File: src/rtl/factorial_pkg.sv
// Shared types for the multi-mode product engine: operation modes and FSM states.
package factorial_pkg;

    typedef enum logic [1:0] {
        MODE_FACT  = 2'd0,
        MODE_DFACT = 2'd1,
        MODE_FALL  = 2'd2
    } fact_mode_t;

    typedef enum logic [1:0] {
        IDLE = 2'd0,
        CALC = 2'd1,
        DONE = 2'd2
    } fact_state_t;

    // The unused encoding 3 behaves as a plain factorial request.
    function automatic fact_mode_t normalize_mode(input logic [1:0] raw);
        fact_mode_t m;
        case (raw)
            2'd1:    m = MODE_DFACT;
            2'd2:    m = MODE_FALL;
            default: m = MODE_FACT;
        endcase
        return m;
    endfunction

endpackage

File: src/rtl/factorial_mul_sat.sv
// Widening acc x mult multiply with saturation to all ones when the product
// does not fit in OUT_W bits.
module factorial_mul_sat
    import factorial_pkg::*;
#(
    parameter int unsigned IN_W  = 8,
    parameter int unsigned OUT_W = 32
) (
    input  logic [OUT_W-1:0] acc,
    input  logic [IN_W-1:0]  mult,
    output logic [OUT_W-1:0] acc_next,
    output logic             ovf
);

    localparam int unsigned PROD_W = OUT_W + IN_W;

    logic [PROD_W-1:0] prod;

    assign prod     = PROD_W'(acc) * PROD_W'(mult);
    assign ovf      = |prod[PROD_W-1:OUT_W];
    assign acc_next = ovf ? {OUT_W{1'b1}} : prod[OUT_W-1:0];

endmodule

File: src/rtl/factorial_engine.sv
// Iterative n!, n!! and n!/(n-k)! engine with saturating overflow and a
// valid/ready request and result handshake.
module factorial_engine
    import factorial_pkg::*;
#(
    parameter int unsigned IN_W  = 8,
    parameter int unsigned OUT_W = 32
) (
    input  logic             clk,
    input  logic             reset,
    input  logic             in_valid,
    output logic             in_ready,
    input  logic [1:0]       in_mode,
    input  logic [IN_W-1:0]  in_n,
    input  logic [IN_W-1:0]  in_k,
    output logic             out_valid,
    input  logic             out_ready,
    output logic [OUT_W-1:0] out_data,
    output logic             out_ovf
);

    fact_state_t      state_q, state_d;
    fact_mode_t       mode_q, mode_d;
    logic [OUT_W-1:0] acc_q, acc_d;
    logic [IN_W-1:0]  mult_q, mult_d;
    logic [IN_W-1:0]  cnt_q, cnt_d;
    logic             ovf_q, ovf_d;

    logic [OUT_W-1:0] mul_acc;
    logic             mul_ovf;

    factorial_mul_sat #(
        .IN_W  (IN_W),
        .OUT_W (OUT_W)
    ) u_mul_sat (
        .acc      (acc_q),
        .mult     (mult_q),
        .acc_next (mul_acc),
        .ovf      (mul_ovf)
    );

    // Reset is folded in so no request can be taken while it is asserted.
    assign in_ready  = (state_q == IDLE) && !reset;
    assign out_valid = (state_q == DONE);
    assign out_data  = acc_q;
    assign out_ovf   = ovf_q;

    always_ff @(posedge clk) begin
        if (reset) begin
            state_q <= IDLE;
            mode_q  <= MODE_FACT;
            acc_q   <= '0;
            mult_q  <= '0;
            cnt_q   <= '0;
            ovf_q   <= 1'b0;
        end else begin
            state_q <= state_d;
            mode_q  <= mode_d;
            acc_q   <= acc_d;
            mult_q  <= mult_d;
            cnt_q   <= cnt_d;
            ovf_q   <= ovf_d;
        end
    end

    always_comb begin
        state_d = state_q;
        mode_d  = mode_q;
        acc_d   = acc_q;
        mult_d  = mult_q;
        cnt_d   = cnt_q;
        ovf_d   = ovf_q;

        case (state_q)
            IDLE: begin
                if (in_valid && in_ready) begin
                    acc_d   = OUT_W'(1);
                    mult_d  = in_n;
                    cnt_d   = in_k;
                    mode_d  = normalize_mode(in_mode);
                    ovf_d   = 1'b0;
                    state_d = CALC;
                end
            end

            CALC: begin
                if ((mode_q != MODE_FALL) && (mult_q <= IN_W'(1))) begin
                    state_d = DONE;
                end else if ((mode_q == MODE_FALL) && (cnt_q == '0)) begin
                    state_d = DONE;
                end else if ((mode_q == MODE_FALL) && (mult_q == '0)) begin
                    // k > n: a zero factor entered the product.
                    acc_d   = '0;
                    state_d = DONE;
                end else if (mul_ovf) begin
                    acc_d   = mul_acc;
                    ovf_d   = 1'b1;
                    state_d = DONE;
                end else begin
                    acc_d  = mul_acc;
                    mult_d = (mode_q == MODE_DFACT) ? (mult_q - IN_W'(2))
                                                    : (mult_q - IN_W'(1));
                    if (mode_q == MODE_FALL) begin
                        cnt_d = cnt_q - IN_W'(1);
                    end
                end
            end

            DONE: begin
                if (out_ready) begin
                    state_d = IDLE;
                end
            end

            default: begin
                state_d = IDLE;
            end
        endcase
    end

endmodule

File: config.mk
export PLATFORM = sky130hd
export DESIGN_NAME = factorial_engine
export DESIGN_NICKNAME = d
export VERILOG_FILES = /design/src/rtl/factorial_pkg.sv /design/src/rtl/factorial_mul_sat.sv /design/src/rtl/factorial_engine.sv
export SDC_FILE = /design/constraint.sdc
export NUM_CORES = 1
export LEC_CHECK = 0
export BUFFER_PORTS_ARGS = -buffer_cell sky130_fd_sc_hd__buf_4
export CAP_MARGIN = 20
export CORE_UTILIZATION = 52
export DETAILED_ROUTE_END_ITERATION = 10
export PLACE_DENSITY = 0.68
export SLEW_MARGIN = 10
export SYNTH_ARGS = -nofsm -noshare
export SYNTH_HDL_FRONTEND = slang
export SYNTH_SLANG_ARGS = --single-unit
File: constraint.sdc
create_clock -name clk -period 6.7 [get_ports clk]
set_input_delay 0.335 -clock clk [delete_from_list [all_inputs] [get_ports clk]]
set_output_delay 0.335 -clock clk [all_outputs]
set_load 0.01 [all_outputs]
==> metrics.txt, run 1 <==
Worst Setup Path Type=register to register; Hold Crit Class=input pin to register; placed cells=1,591; Yosys reg bits=53; PwrDens=76.72 mW/mm^2; CP Capture Point=mult_q[2]; worst path cell trace=buf_4 -> nand2_1 -> fa_1 -> inv_1 -> fa_1 -> inv_1 -> fa_1 -> inv_1 -> fa_1 -> ha_1 -> a21o_1 -> a221oi_1 -> o21a_1 -> o211a_1 -> a22oi_1 -> xor2_1 -> nor4_4 -> a31oi_1 -> or3_1 -> a21oi_1; Setup crit end kind=register; GRT met2 Usage=46.04%; main area contributors after synthesis=fa_1, and2_1, dfxtp_1, ha_1, inv_1; M3 GR Usage=2.375%; I/O Buffers=56; GRT Overall Usage=27.49%; fmax=162.8 MHz; wire length per cell=17.11 um; worst-margin pin slew=1.114 ns; maximum fanout along the worst path=12; post-synth net total=1,573; post-synth top area share=33.13%; peak supply drop=114.9 uV; worst rel slew slack=25.73%; Async SR Flop Fraction=0%; Critical R2R Capture=mult_q[2]; RR Startpoint=mult_q[2]; die height=146.6 um; RSZ-0062 raised after global routing=no; via count=8,907; max cap viols=0; Final Skew=0.01149 ns; vias in the first global route=9,371; Cell Rows=52; post-cts sizing count=0; R2R setup slack=0.56 ns; Critical Path AT=6.30 ns; Final min period=6.144 ns; top_reg_cell synth=dfxtp_1; area leader, netlist=fa_1; stages on the worst setup path=20; total power=0.9012 mW; Final Max Tran Viols=0; leakage=5.896 nW; CP max stage delay=0.58 ns; syn avg cell area=8.327 um^2; CP startpoint=mult_q[2]; Distinct cells, synth=74; Hold Fails Final Rpt=0; sequential area share after synthesis=9.756%; largest net degree at the start of global routing=38; CTS tree=done; number of nets with antenna violations after routing=0; Filler cells=1,916; CTS root buffer=clkbuf_16; final setup vio count=0; Post-Route Setup TNS=0 ns; register area=0.001061 mm^2; required time of the critical path=6.86 ns; pre-CTS setup slack=0.6043 ns; DRC violations left=0; CP top delay family=adder cells; CTS Buf Count=5; Multi-input gate area=0.008886 mm^2; hold_buf cts=0; commonest non-fill, non-tap cell in the layout=and2_1; fin cells=1,598; via/cell ratio=5.574; post-CTS setup buffers=0; Synth warnings=0; # IOs=57; Die X=146.6 um; synthesized cell area=0.01088 mm^2; area grow syn2layout=8.008%; Placer Congestion=0.9122; Syn Inst Count=1,306; antenna cells=0; CP dominant cell by count=fa_1; Reg2Reg Depth=20; initial drt markers=580; status=complete, no violations; initial core utilization=53.40%; H-tree lvl count=2; CP Buf/Inv Count=4; Startpoint Class=register; Hold WS=0.2979 ns; met1 Track Usage GR=38.06%; maximum buffer depth of the clock tree=2; Reg clk slew, reported paths=0.08 ns; Core Area=0.02036 mm^2; fin crit share=91.71%; DR pass1 iterations=5; HPWL Detailed=21,680 um; clk_lat worst skew=0.31 ns; Post-synth EDFFs=0; GR peak layer=met2; PnR worst setup slack=0.5557 ns; initial antenna violation count=0; share of cells above drive strength 1=7.831%; number of clock sinks=53; most frequent cells in the layout=and2_1, fa_1, inv_1, nand2_1, buf_4; total wire length=27,350 um; die area=0.02150 mm^2; slowest CP cell=fa_1; total gr overflow=0; Final nets=1,595; wire length of the first global-routing pass=47,530 um
-- synthesized netlist by cell type, drive strengths merged, types with 2 or more instances --
cell type,number
a211o,2
a211oi,6
a21boi,3
a21o,13
a21oi,58
a221oi,3
a22o,2
a22oi,4
a311oi,3
a31oi,11
and2,219
and3,13
and4,4
buf,12
clkbuf,54
dfxtp,53
fa,180
ha,65
inv,177
nand2,128
nand2b,9
nand3,19
nand3b,2
nand4,8
nor2,73
nor2b,8
nor3,9
nor3b,3
nor4,10
o2111ai,2
o211ai,5
o21a,5
o21ai,52
o21bai,8
o22a,2
o22ai,4
o311ai,6
o31ai,4
o32ai,2
o41a,2
or2,4
or3,8
or4,2
xnor2,22
xor2,11
-- through the flow --
step / utilization (%) / cell area (um^2)
floorplan: - / 10880
global placement: 56.88 / 11580
detailed placement: 56.88 / 11580
CTS: 57.68 / 11750
global route: 57.68 / 11750
finish: 57.68 / 11750
-- tightest hold or removal path: stages --
cell and delay (ns):
buf_4 0.08, nand3b_1 0.09, a21oi_1 0.06
-- flip-flops by register name, indices dropped and copies added, names as in the netlist --
register  cells
cnt_q         8
out_ovf       1
state_q       2
out_data     32
mult_q        8
mode_q        2
-- cells by family after synthesis --
| group | after synthesis | synth area share [%] |
|---|---|---|
| compound gates | 209 | 12.61 |
| xor+xnor | 33 | 2.658 |
| fa+ha+maj | 245 | 40.61 |
| buf+inv | 243 | 8.536 |
| flops | 53 | 9.756 |
| mux | 2 | 0.2301 |
| simple gates | 521 | 25.60 |
-- power by group --
group / internal, mW / switching, mW
Combinational: 0.0832 / 0.165
Clock: 0.176 / 0.132
Sequential: 0.328 / 0.0174
-- how the worst min path moves through the flow --
stage,cells past startpoint,startpoint,slack [ns],to
2_1_floorplan,2,cnt_q[7],0.45,cnt_q[7]
3_3_place_gp,2,cnt_q[7],0.46,cnt_q[7]
3_5_place_dp,2,cnt_q[7],0.46,cnt_q[7]
4_1_cts,3,in_mode[0],0.29,mode_q[1]
5_1_grt,3,in_mode[0],0.30,mode_q[1]
6_report,3,in_mode[0],0.30,mode_q[1]
-- layout make-up --
cell class                      instances  share of cell area (%)
Inverter                              177                   5.656
Tap cell                              270                   2.876
Multi-Input combinational cell       1010                   75.65
Sequential cell                        53                   9.033
Clock buffer                            5                   1.065
Clock inverter                          2                  0.3302
Timing Repair Buffer                   81                   5.390
-- routing by layer --
layer	share of wire [%]	wire, um	vias to the layer above
met2	48	13210	166
met3	3.2	863	31
met1	46	12690	4493
met4	2.1	585	0
li1	-	-	4217
met5	0	0	-
No activity file was read; power rests on OpenSTA's default activity.
==> run 2: changes to the inputs <==
- CELL_PAD_IN_SITES_DETAIL_PLACEMENT: default -> 2
- CELL_PAD_IN_SITES_GLOBAL_PLACEMENT: default -> 2
- CORE_UTILIZATION: 52 -> 36
- PLACE_DENSITY: 0.68 -> 0.79
- clock period: 6.7 -> 5.4 ns (I/O delays scaled with it)
==> metrics.txt, run 2 (same netlist as run 1, synthesis figures left out) <==
total power=1.409 mW (+56%); total wire length=68,310 um (+150%); CTS Buf Count=5 (unchanged); leakage=7.279 nW (+23%); PnR worst setup slack=-1.365 ns (-1.921 ns); CTS tree=done; Final nets=1,802 (+13%); number of clock sinks=53 (unchanged); initial core utilization=36.60% (-17 points); wire length of the first global-routing pass=86,610 um (+82%); share of cells above drive strength 1=32.29% (+24 points); Die X=175.8 um (+20%); HPWL Detailed=35,960 um (+66%); H-tree lvl count=2 (unchanged); largest net degree at the start of global routing=31 (-18%); antenna cells=0 (unchanged); number of nets with antenna violations after routing=0 (unchanged); via count=12,110 (+36%); required time of the critical path=5.60 ns (-1.26 ns); Placer Congestion=0.8396 (-8.0%); Reg clk slew, reported paths=0.10 ns (+0.02 ns); violated checks=setup timing; Hold Fails Final Rpt=0 (unchanged); Filler cells=3,098 (+62%); via/cell ratio=6.288 (+13%); maximum fanout along the worst path=6 (-6); Critical Path AT=6.97 ns (+0.67 ns); initial antenna violation count=1 (+1); maximum buffer depth of the clock tree=2 (unchanged); status=complete, but fails checks; Core Area=0.02972 mm^2 (+46%); PwrDens=93.58 mW/mm^2 (+22%); Psw=0.6160 mW (+96%); P_int=0.7927 mW (+35%); GRT Overall Usage=37.85% (+10 points); DR pass1 iterations=5 (unchanged); clock network fraction of total power=28.7% (-5.4 points); Final Max Tran Viols=0 (unchanged); wire length per cell=35.47 um (+110%); max cap viols=0 (unchanged); vias in the first global route=13,360 (+43%); RSZ-0062 raised after global routing=yes; Hold Crit Class=input pin to register; fmax=147.8 MHz (-9.2%); Worst Setup Path Type=register to register; fin crit share=125.3% (+34 points); switching portion of total power=43.73% (+8.9 points); Startpoint Class=register; hold_buf cts=0 (unchanged); Cell Rows=63 (+21%); die area=0.03091 mm^2 (+44%); clk_lat worst skew=0.34 ns (+0.03 ns); # IOs=57 (unchanged); peak supply drop=125.6 uV (+9.3%); die height=175.8 um (+20%); CTS root buffer=clkbuf_16; Setup crit end kind=register; pre-CTS setup slack=-1.144 ns (-1.748 ns); final setup vio count=51 (+51); Combinational Power Share=39.8% (+12 points); Final Skew=0.01153 ns (+0.00004430 ns); Largest register FFs=32 (unchanged); worst-margin pin slew=1.264 ns (+0.1500 ns); I/O Buffers=56 (unchanged); initial drt markers=1,148 (+98%); DRC violations left=0 (unchanged); Flop pwr share=31.5% (-6.8 points); area grow syn2layout=38.41%; commonest non-fill, non-tap cell in the layout=buf_4; worst rel slew slack=15.73% (-10 points); Final min period=6.765 ns (+0.6210 ns); most frequent cells in the layout=buf_4, and2_1, fa_1, inv_1, nand2_1; total gr overflow=0 (unchanged)
run 2: cell count changes in the layout (fill, tap and decap cells not counted), sizes merged:
| cell | before | now |
|---|---|---|
| bufbuf | 0 | 1 |
| clkinv | 0 | 1 |
| clkbuf | 5 | 7 |
| bufinv | 1 | 0 |
| buf | 81 | 285 |
| inv | 178 | 179 |
run 2: stage by stage:
| step | std cells | setup TNS (ns) | utilization (%) | cell area [um^2] | hold slack, ns |
|---|---|---|---|---|---|
| finish | 1926 | -55.65 | 50.65 | 15050 | 0.2538 |
| global route | 1926 | -53.12 | 50.65 | 15050 | 0.2810 |
| CTS | 1912 | -10.07 | 48.14 | 14310 | 0.2176 |
| detailed placement | 1883 | -30.59 | 44.37 | 13190 | 0.4666 |
| global placement | 1883 | -15.37 | 44.37 | 13190 | 0.4587 |
| floorplan | 1306 | 0 | - | 11070 | 0.4338 |
run 2: power groups by stage:
stage / sequential (mW) / combinational (mW) / clock [mW]
4_1_cts: 0.435 / 0.465 / 0.381
3_5_place_dp: 0.441 / 0.389 / 0
3_3_place_gp: 0.439 / 0.370 / 0
5_1_grt: 0.444 / 0.567 / 0.410
6_report: 0.443 / 0.561 / 0.404
2_1_floorplan: 0.428 / 0.213 / 0
run 2: repair_timing:
action | CTS | global route
gates resized for setup | 174 | 140
pin swaps | 51 | 61
cloned | 3 | 2
endpoints found under the hold margin | 0 | 0
buffers inserted | 21 | 14
setup endpoints to repair | 51 | 51
run 2: final timing paths:
| check | slack (ns) | startpoint | depth (start not counted) | end |
|---|---|---|---|---|
| worst min register to register | 0.53 | mode_q[1] | 2 | mode_q[1] |
| worst max register to register | -1.37 | mult_q[2] | 24 | mult_q[4] |
| worst min-delay path | 0.25 | in_mode[0] | 3 | mode_q[1] |
| worst max-delay path | -1.37 | mult_q[2] | 24 | mult_q[4] |
run 2: worst max-delay path, stage by stage (launching register included):
cell and delay, ns:
dfxtp_4 0.43, buf_8 0.16, buf_4 0.16, nand2_1 0.12, fa_1 0.57, inv_1 0.08
fa_1 0.57, fa_1 0.46, fa_1 0.53, ha_1 0.36, buf_4 0.16, and2_1 0.20
buf_4 0.15, and3_1 0.29, nand4_1 0.20, o32ai_2 0.30, a211oi_2 0.13, xnor2_2 0.20
nor4_4 0.32, buf_4 0.17, nor3b_4 0.24, buf_6 0.16, buf_6 0.11, nand3_4 0.08
a311oi_4 0.45
run 2: per-layer routing:
metal | track usage (%) | part of all wire [%] | vias up
met4 | 19.89 | 9.2 | 2
met5 | 0 | 0.013 | -
li1 | - | - | 4648
met1 | 42.88 | 35 | 6209
met3 | 5.173 | 7.3 | 432
met2 | 68.71 | 48 | 820
run 2: final cells by class:
type	instances	area (um^2)	area share [%]
multi-input cells	1010	10030	66.65
repair buffers	288	2624	17.43
flip-flops and latches	53	1090	7.240
inverters	177	664.4	4.414
well taps	390	488.0	3.242
clock buffers	5	125.1	0.8312
clock inverters	3	28.78	0.1912
